## src/rtl/param_datapath_core.sv

```systemverilog
// Parametrised bus datapath: register file, PC/MDR/Y/Z/HI/LO, a shared internal bus,
// single-cycle logic ALU and an iterative signed Booth multiply / restoring divide engine.
module param_datapath_core #(
    parameter int DATA_W   = 32,
    parameter int NUM_REGS = 16,
    parameter int REG_AW   = 4
) (
    input  logic              clk,
    input  logic              clr,
    input  logic [2:0]        bus_src,
    input  logic [REG_AW-1:0] reg_out_sel,
    input  logic              ba_out,
    input  logic              reg_in_en,
    input  logic [REG_AW-1:0] reg_in_sel,
    input  logic              y_in,
    input  logic              hi_in,
    input  logic              lo_in,
    input  logic              pc_in,
    input  logic              inc_pc,
    input  logic              mdr_in,
    input  logic              mdr_read,
    input  logic [DATA_W-1:0] mem_data_in,
    input  logic [DATA_W-1:0] c_imm,
    input  logic [3:0]        alu_op,
    input  logic              z_in,
    input  logic              alu_start,
    output logic              alu_busy,
    output logic              alu_done,
    output logic              div_zero,
    output logic [DATA_W-1:0] bus_out,
    output logic [DATA_W-1:0] pc_out,
    output logic [DATA_W-1:0] mdr_out
);
    localparam int SH_W = $clog2(DATA_W);
    localparam logic [REG_AW:0] NUM_REGS_L = (REG_AW+1)'(NUM_REGS);
    localparam logic [3:0] OP_ADD = 4'd0,  OP_SUB = 4'd1,  OP_AND = 4'd2,  OP_OR  = 4'd3;
    localparam logic [3:0] OP_SHR = 4'd4,  OP_SHRA = 4'd5, OP_SHL = 4'd6,  OP_ROR = 4'd7;
    localparam logic [3:0] OP_ROL = 4'd8,  OP_NEG = 4'd9,  OP_NOT = 4'd10, OP_MUL = 4'd11;
    localparam logic [3:0] OP_DIV = 4'd12;

    typedef enum logic {ST_IDLE = 1'b0, ST_RUN = 1'b1} state_t;

    logic [DATA_W-1:0] regs_q [NUM_REGS];
    logic [DATA_W-1:0] pc_q, mdr_q, y_q, hi_q, lo_q, zhi_q, zlo_q;
    logic [DATA_W-1:0] pc_d, mdr_d, zhi_d, zlo_d;
    state_t            state_q;
    logic [SH_W-1:0]   cnt_q;
    logic              done_q, dz_q, is_div_q, qneg_q, rneg_q, qm1_q;
    logic [DATA_W:0]   acc_q;
    logic [DATA_W-1:0] wq_q, m_q, a_q;

    logic [DATA_W-1:0]   bus_s, res_s, abs_a_s, abs_b_s, step_wq_s, quo_s, rem_s;
    logic [2*DATA_W-1:0] rotr_s, rotl_s;
    logic [SH_W-1:0]     sh_s;
    logic [DATA_W:0]     booth_sum_s, step_acc_s, div_rs_s;
    logic                is_md_s, start_s, last_s, div_ge_s;

    // Internal bus source mux; out-of-range or BAout-masked R0 reads drive zero
    always_comb begin
        bus_s = '0;
        case (bus_src)
            3'd0: begin
                if (({1'b0, reg_out_sel} < NUM_REGS_L) && !(ba_out && (reg_out_sel == '0))) begin
                    bus_s = regs_q[reg_out_sel];
                end else begin
                    bus_s = '0;
                end
            end
            3'd1:    bus_s = hi_q;
            3'd2:    bus_s = lo_q;
            3'd3:    bus_s = zhi_q;
            3'd4:    bus_s = zlo_q;
            3'd5:    bus_s = pc_q;
            3'd6:    bus_s = mdr_q;
            3'd7:    bus_s = c_imm;
            default: bus_s = '0;
        endcase
    end

    // Single-cycle ALU: A = Y, B = bus
    always_comb begin
        sh_s   = bus_s[SH_W-1:0];
        rotr_s = {y_q, y_q} >> sh_s;
        rotl_s = {y_q, y_q} << sh_s;
        case (alu_op)
            OP_ADD:  res_s = y_q + bus_s;
            OP_SUB:  res_s = y_q - bus_s;
            OP_AND:  res_s = y_q & bus_s;
            OP_OR:   res_s = y_q | bus_s;
            OP_SHR:  res_s = y_q >> sh_s;
            OP_SHRA: res_s = $signed(y_q) >>> sh_s;
            OP_SHL:  res_s = y_q << sh_s;
            OP_ROR:  res_s = rotr_s[DATA_W-1:0];
            OP_ROL:  res_s = rotl_s[2*DATA_W-1:DATA_W];
            OP_NEG:  res_s = '0 - bus_s;
            OP_NOT:  res_s = ~bus_s;
            default: res_s = '0;
        endcase
    end

    // One iteration of the engine: Booth add/sub + arithmetic shift, or restoring shift/subtract
    always_comb begin
        is_md_s = (alu_op == OP_MUL) || (alu_op == OP_DIV);
        start_s = alu_start && is_md_s && (state_q == ST_IDLE);
        last_s  = (cnt_q == SH_W'(DATA_W - 1));
        abs_a_s = y_q[DATA_W-1] ? ('0 - y_q) : y_q;
        abs_b_s = bus_s[DATA_W-1] ? ('0 - bus_s) : bus_s;
        case ({wq_q[0], qm1_q})
            2'b01:   booth_sum_s = acc_q + {m_q[DATA_W-1], m_q};
            2'b10:   booth_sum_s = acc_q - {m_q[DATA_W-1], m_q};
            default: booth_sum_s = acc_q;
        endcase
        div_rs_s = {acc_q[DATA_W-1:0], wq_q[DATA_W-1]};
        div_ge_s = (div_rs_s >= {1'b0, m_q});
        if (is_div_q) begin
            step_acc_s = div_ge_s ? (div_rs_s - {1'b0, m_q}) : div_rs_s;
            step_wq_s  = {wq_q[DATA_W-2:0], div_ge_s};
        end else begin
            step_acc_s = {booth_sum_s[DATA_W], booth_sum_s[DATA_W:1]};
            step_wq_s  = {booth_sum_s[0], wq_q[DATA_W-1:1]};
        end
        quo_s = qneg_q ? ('0 - step_wq_s) : step_wq_s;
        rem_s = rneg_q ? ('0 - step_acc_s[DATA_W-1:0]) : step_acc_s[DATA_W-1:0];
    end

    // Next-state for Z, PC and MDR; a MUL/DIV start in the same cycle as z_in leaves Z alone
    always_comb begin
        zhi_d = zhi_q;
        zlo_d = zlo_q;
        if ((state_q == ST_RUN) && last_s) begin
            if (!is_div_q) begin
                zhi_d = step_acc_s[DATA_W-1:0];
                zlo_d = step_wq_s;
            end else if (m_q == '0) begin
                zhi_d = a_q;
                zlo_d = '1;
            end else begin
                zhi_d = rem_s;
                zlo_d = quo_s;
            end
        end else if ((state_q == ST_IDLE) && z_in && !(alu_start && is_md_s)) begin
            zhi_d = '0;
            zlo_d = res_s;
        end else begin
            zhi_d = zhi_q;
            zlo_d = zlo_q;
        end
        if (pc_in) begin
            pc_d = bus_s;
        end else if (inc_pc) begin
            pc_d = pc_q + DATA_W'(1);
        end else begin
            pc_d = pc_q;
        end
        if (mdr_in) begin
            mdr_d = mdr_read ? mem_data_in : bus_s;
        end else begin
            mdr_d = mdr_q;
        end
    end

    // Architectural registers
    always_ff @(posedge clk) begin
        if (clr) begin
            for (int i = 0; i < NUM_REGS; i++) regs_q[i] <= '0;
            pc_q  <= '0;
            mdr_q <= '0;
            y_q   <= '0;
            hi_q  <= '0;
            lo_q  <= '0;
            zhi_q <= '0;
            zlo_q <= '0;
        end else begin
            for (int i = 0; i < NUM_REGS; i++) begin
                if (reg_in_en && (reg_in_sel == REG_AW'(i))) regs_q[i] <= bus_s;
            end
            pc_q  <= pc_d;
            mdr_q <= mdr_d;
            zhi_q <= zhi_d;
            zlo_q <= zlo_d;
            if (y_in)  y_q  <= bus_s;
            if (hi_in) hi_q <= bus_s;
            if (lo_in) lo_q <= bus_s;
        end
    end

    // Multiply/divide sequencer: operands latched at start, DATA_W iterations, then done pulse
    always_ff @(posedge clk) begin
        if (clr) begin
            state_q  <= ST_IDLE;
            cnt_q    <= '0;
            done_q   <= 1'b0;
            dz_q     <= 1'b0;
            acc_q    <= '0;
            wq_q     <= '0;
            qm1_q    <= 1'b0;
            m_q      <= '0;
            a_q      <= '0;
            is_div_q <= 1'b0;
            qneg_q   <= 1'b0;
            rneg_q   <= 1'b0;
        end else begin
            done_q <= 1'b0;
            case (state_q)
                ST_IDLE: begin
                    if (start_s) begin
                        state_q  <= ST_RUN;
                        cnt_q    <= '0;
                        dz_q     <= 1'b0;
                        acc_q    <= '0;
                        qm1_q    <= 1'b0;
                        a_q      <= y_q;
                        is_div_q <= (alu_op == OP_DIV);
                        qneg_q   <= y_q[DATA_W-1] ^ bus_s[DATA_W-1];
                        rneg_q   <= y_q[DATA_W-1];
                        wq_q     <= (alu_op == OP_DIV) ? abs_a_s : y_q;
                        m_q      <= (alu_op == OP_DIV) ? abs_b_s : bus_s;
                    end
                end
                ST_RUN: begin
                    acc_q <= step_acc_s;
                    wq_q  <= step_wq_s;
                    qm1_q <= wq_q[0];
                    cnt_q <= cnt_q + SH_W'(1);
                    if (last_s) begin
                        state_q <= ST_IDLE;
                        done_q  <= 1'b1;
                        dz_q    <= is_div_q && (m_q == '0);
                    end
                end
                default: state_q <= ST_IDLE;
            endcase
        end
    end

    assign alu_busy = (state_q == ST_RUN);
    assign alu_done = done_q;
    assign div_zero = dz_q;
    assign bus_out  = bus_s;
    assign pc_out   = pc_q;
    assign mdr_out  = mdr_q;
endmodule
```

## config.mk

```make
export PLATFORM = sky130hd
export DESIGN_NAME = param_datapath_core
export DESIGN_NICKNAME = d
export VERILOG_FILES = /design/src/rtl/param_datapath_core.sv
export SDC_FILE = /design/constraint.sdc
export NUM_CORES = 2
export LEC_CHECK = 0
export CAP_MARGIN = 15
export CORE_MARGIN = 8
export CORE_UTILIZATION = 45
export DETAILED_ROUTE_END_ITERATION = 10
export PLACE_DENSITY = 0.7
export SYNTH_ARGS = -nofsm -noshare
export SYNTH_HDL_FRONTEND = slang
export SYNTH_SLANG_ARGS = --single-unit
```

## constraint.sdc

```tcl
create_clock -name clk -period 8.5 [get_ports clk]
set_clock_uncertainty 0.2 [all_clocks]
set_input_delay 1.7 -clock clk [delete_from_list [all_inputs] [get_ports clk]]
set_output_delay 1.7 -clock clk [all_outputs]
set_load 0.03 [all_outputs]
```

==> results.md <==
- Synth-to-Final Area Change: 13.1%
- Layout cells sized above 1: 12.5%
- RSZ-0062 raised after global routing: false
- F_max: 132 MHz
- Total wire length: 257 mm
- Internal power: 8.31 mW
- Status: complete, no violations
- CTS tree: yes
- EDFF count, synth: 512
- Clock sinks: 876
- Root Buffer: clkbuf_16
- Die area: 0.136 sq mm
- Fin crit period: 7.60 ns
- Pwr dens: 199 mW/mm^2
- Synth Flop Type: edfxtp_1
- # H-tree levels: 3
- Core area: 0.124 sq mm
- Syn avg cell area: 9.27 sq um
- Max VDD drop: 0.240 mV
- Worst rel slew slack: 10.8%
- Hold path cells: 2
- Final Cycle Share: 89.4%
- Port-buffer cells: 190
- Critical Setup Path Class: in2out
- Antenna-violating nets left: 0
- Hold Startpoint: a_q[7]$_SDFFE_PP0P_
- DP HPWL: 185 mm
- Largest net degree at the start of global routing: 189
- Design Area, Final: 0.0635 sq mm
- GR Overflow Total: 0
- Syn nets: 6262
- Reg power frac: 38.6%
- Crit. End Element: primary output
- First-pass GRT wire length: 362 mm
- Lkg Pwr: 23.7 nW
- Commonest non-fill, non-tap cells in the layout: nor2_1 (903), nand2_1 (532), edfxtp_1 (512)
- Routed len/inst: 32.8 um
- Worst setup path startpoint: reg_out_sel[0]
- Detailed router's first-iteration violation count: 8521
- GPL Wtd Cong: 1.11
- RR Endpoint: zlo_q[22]$_SDFFE_PP0P_
- Slew @ Worst Pin: 1.33 ns
- Async set or reset register ratio after synthesis: 0%
- Critical Path Source Type: input pin
- Count of different cell masters after synthesis: 109
- Nets@finish: 6309
- Post-DP Area: 0.0602 sq mm
- Via density: 6.77
- Register area share after synthesis: 40.4%
- Later-pin clock latency in the skew report: 0.72 ns
- Critical path arrival: 5.70 ns
- R2R Setup Slk: 1.22 ns
- Yosys Warn Count: 0
- Clock share of power: 34.6%
- Post-CTS setup buffers: 0
- Drt pass-1 iters: 9
- Vias in the first global route: 48700
- DR vias: 53100
- Reg2reg path depth: 21
- CTS Hold Bufs: 0
- Initial core utilization: 45.3%
- Clock buffer count from CTS: 93
- Worst flop-to-flop path startpoint: m_q[6]$_SDFFE_PP0P_
- Rows: 129
- Drc violations: 0
- Post-CTS sizing: 0
- Cell Area, Synth: 0.0561 sq mm
- Switch share: 34.3%
- Final Hold Fails: 0
- Number of synthesized register bits: 876
- Slew Viols, Final: 0
- Total track usage: 36.0%
- Mapped Cells: 6057
- Max cap viols: 0
- Setup TNS: 0 ns
- CTS Buffer Depth: 3
- Comb pwr share: 26.8%
- I/O pin count: 191
- Die Width: 369 um
- WHS Endpoint: a_q[7]$_SDFFE_PP0P_
- Min-Delay Path Class: reg2reg
- CTS clock-pin slew for the worst setup and hold paths: 0.06 ns
- Die Ht: 369 um
- Final setup viols: 0
- Net Switching: 4.33 mW
- CP required: 6.60 ns
- Antenna violations before repair: 24
- Most common cell after layout, fill and taps aside: nor2_1
- Critical path fanouts, max: 41
- Final Total Pwr: 12.6 mW
-- stage by stage --
| step | worst slack (ns) | utilization [%] | hold WS (ns) | std cells |
|---|---|---|---|---|
| after floorplan | 0.555 | - | 0.218 | 6057 |
| after global placement | 0.539 | 48.6 | 0.240 | 7646 |
| after detailed placement | 0.345 | 48.6 | 0.247 | 7646 |
| after CTS | 0.893 | 51.2 | 0.255 | 7820 |
| after global routing | 0.660 | 51.2 | 0.273 | 7822 |
| final | 0.900 | 51.3 | 0.255 | 7834 |
-- sequential cells by signal, summed over array words and instances, names as in the netlist, 32 cells and up --
register,flops
acc_q,33
hi_q,32
lo_q,32
m_q,32
mdr_out,32
pc_out,32
regs_q,512
wq_q,32
y_q,32
zhi_q,32
zlo_q,32
-- synthesized netlist by cell type (37+ instances only) --
cell type / count / area share [%]
or3_1: 46 / 0.51
xor2_1: 68 / 1.1
a31oi_1: 75 / 0.84
a21o_1: 50 / 0.67
ha_1: 110 / 2.5
nor2_1: 906 / 6.1
nand2_1: 534 / 3.6
mux2i_1: 373 / 6.7
o21ai_0: 318 / 2.8
mux4_2: 152 / 6.1
buf_2: 78 / 0.70
inv_1: 146 / 0.98
nand4_1: 45 / 0.50
mux2_2: 48 / 0.96
dfxtp_1: 364 / 13
o31ai_1: 48 / 0.64
o211ai_1: 55 / 0.74
nor3_1: 94 / 0.84
a22oi_1: 41 / 0.55
buf_1: 37 / 0.25
a21oi_1: 365 / 3.3
nand3_1: 125 / 1.1
xnor2_1: 179 / 2.8
edfxtp_1: 512 / 27
a211oi_1: 191 / 2.6
and3_1: 61 / 0.68
nand2b_1: 53 / 0.59
clkbuf_1: 366 / 2.4
-- final cells by class --
type | instances | area [sq um]
Inverter | 158 | 593
Antenna cell | 14 | 35.0
Timing Repair Buffer | 455 | 3910
Clock buffer | 123 | 2560
Sequential cell | 876 | 22700
Multi-Input combinational cell | 4520 | 30900
Tap cell | 1637 | 2050
Fill cell | 11300 | 60300
Clock inverter | 51 | 718
-- per-layer routing --
| layer | track usage [%] | routed length, um | up-vias |
|---|---|---|---|
| li1 | - | - | 22500 |
| met1 | 46.8 | 94300 | 25600 |
| met2 | 53.0 | 107000 | 4086 |
| met3 | 11.4 | 36800 | 886 |
| met4 | 20.2 | 18600 | 12 |
| met5 | 0 | 81 | - |
-- power groups by stage --
stage               clock network (mW)  registers [mW]  logic (mW)
CTS                               4.39            4.86        3.26
floorplan                            0            4.91        2.00
global placement                     0            4.94        3.24
detailed placement                   0            4.95        3.24
finish                            4.37            4.88        3.39
global route                      4.56            4.88        3.50
-- cells by family (layout without fill, tap and decap cells) --
family | count (synthesis) | in the layout | share of synthesized area, %
buffers and inverters | 661 | 787 | 4.84
other | 0 | 14 | 0
AND/OR/NAND/NOR | 2053 | 2053 | 16.3
AO/OA/AOI/OAI | 1532 | 1532 | 18.3
XOR/XNOR | 248 | 248 | 3.88
adder cells (fa/ha/maj) | 113 | 113 | 2.56
multiplexers | 574 | 574 | 13.7
flip-flops | 876 | 876 | 40.4
-- critical path, cell delays in order --
cell             delay [ns]
clkbuf_8               0.41
buf_12                 0.24
buf_12                 0.29
buf_4                  0.34
mux4_2                 0.55
mux4_2                 0.56
a221oi_4               0.40
buf_4                  0.39
inv_1                  0.07
clkdlybuf4s50_1        0.61
-- how the worst max path moves through the flow --
stage	cells past startpoint	slack (ns)	to
floorplan	31	0.55	zlo_q[29]$_SDFFE_PP0P_
detailed placement	23	0.35	zlo_q[28]$_SDFFE_PP0P_
CTS	10	0.89	bus_out[26]
global placement	22	0.54	zlo_q[31]$_SDFFE_PP0P_
finish	10	0.90	bus_out[26]
global route	22	0.66	zlo_q[28]$_SDFFE_PP0P_
(Power assumes the default switching activity.)
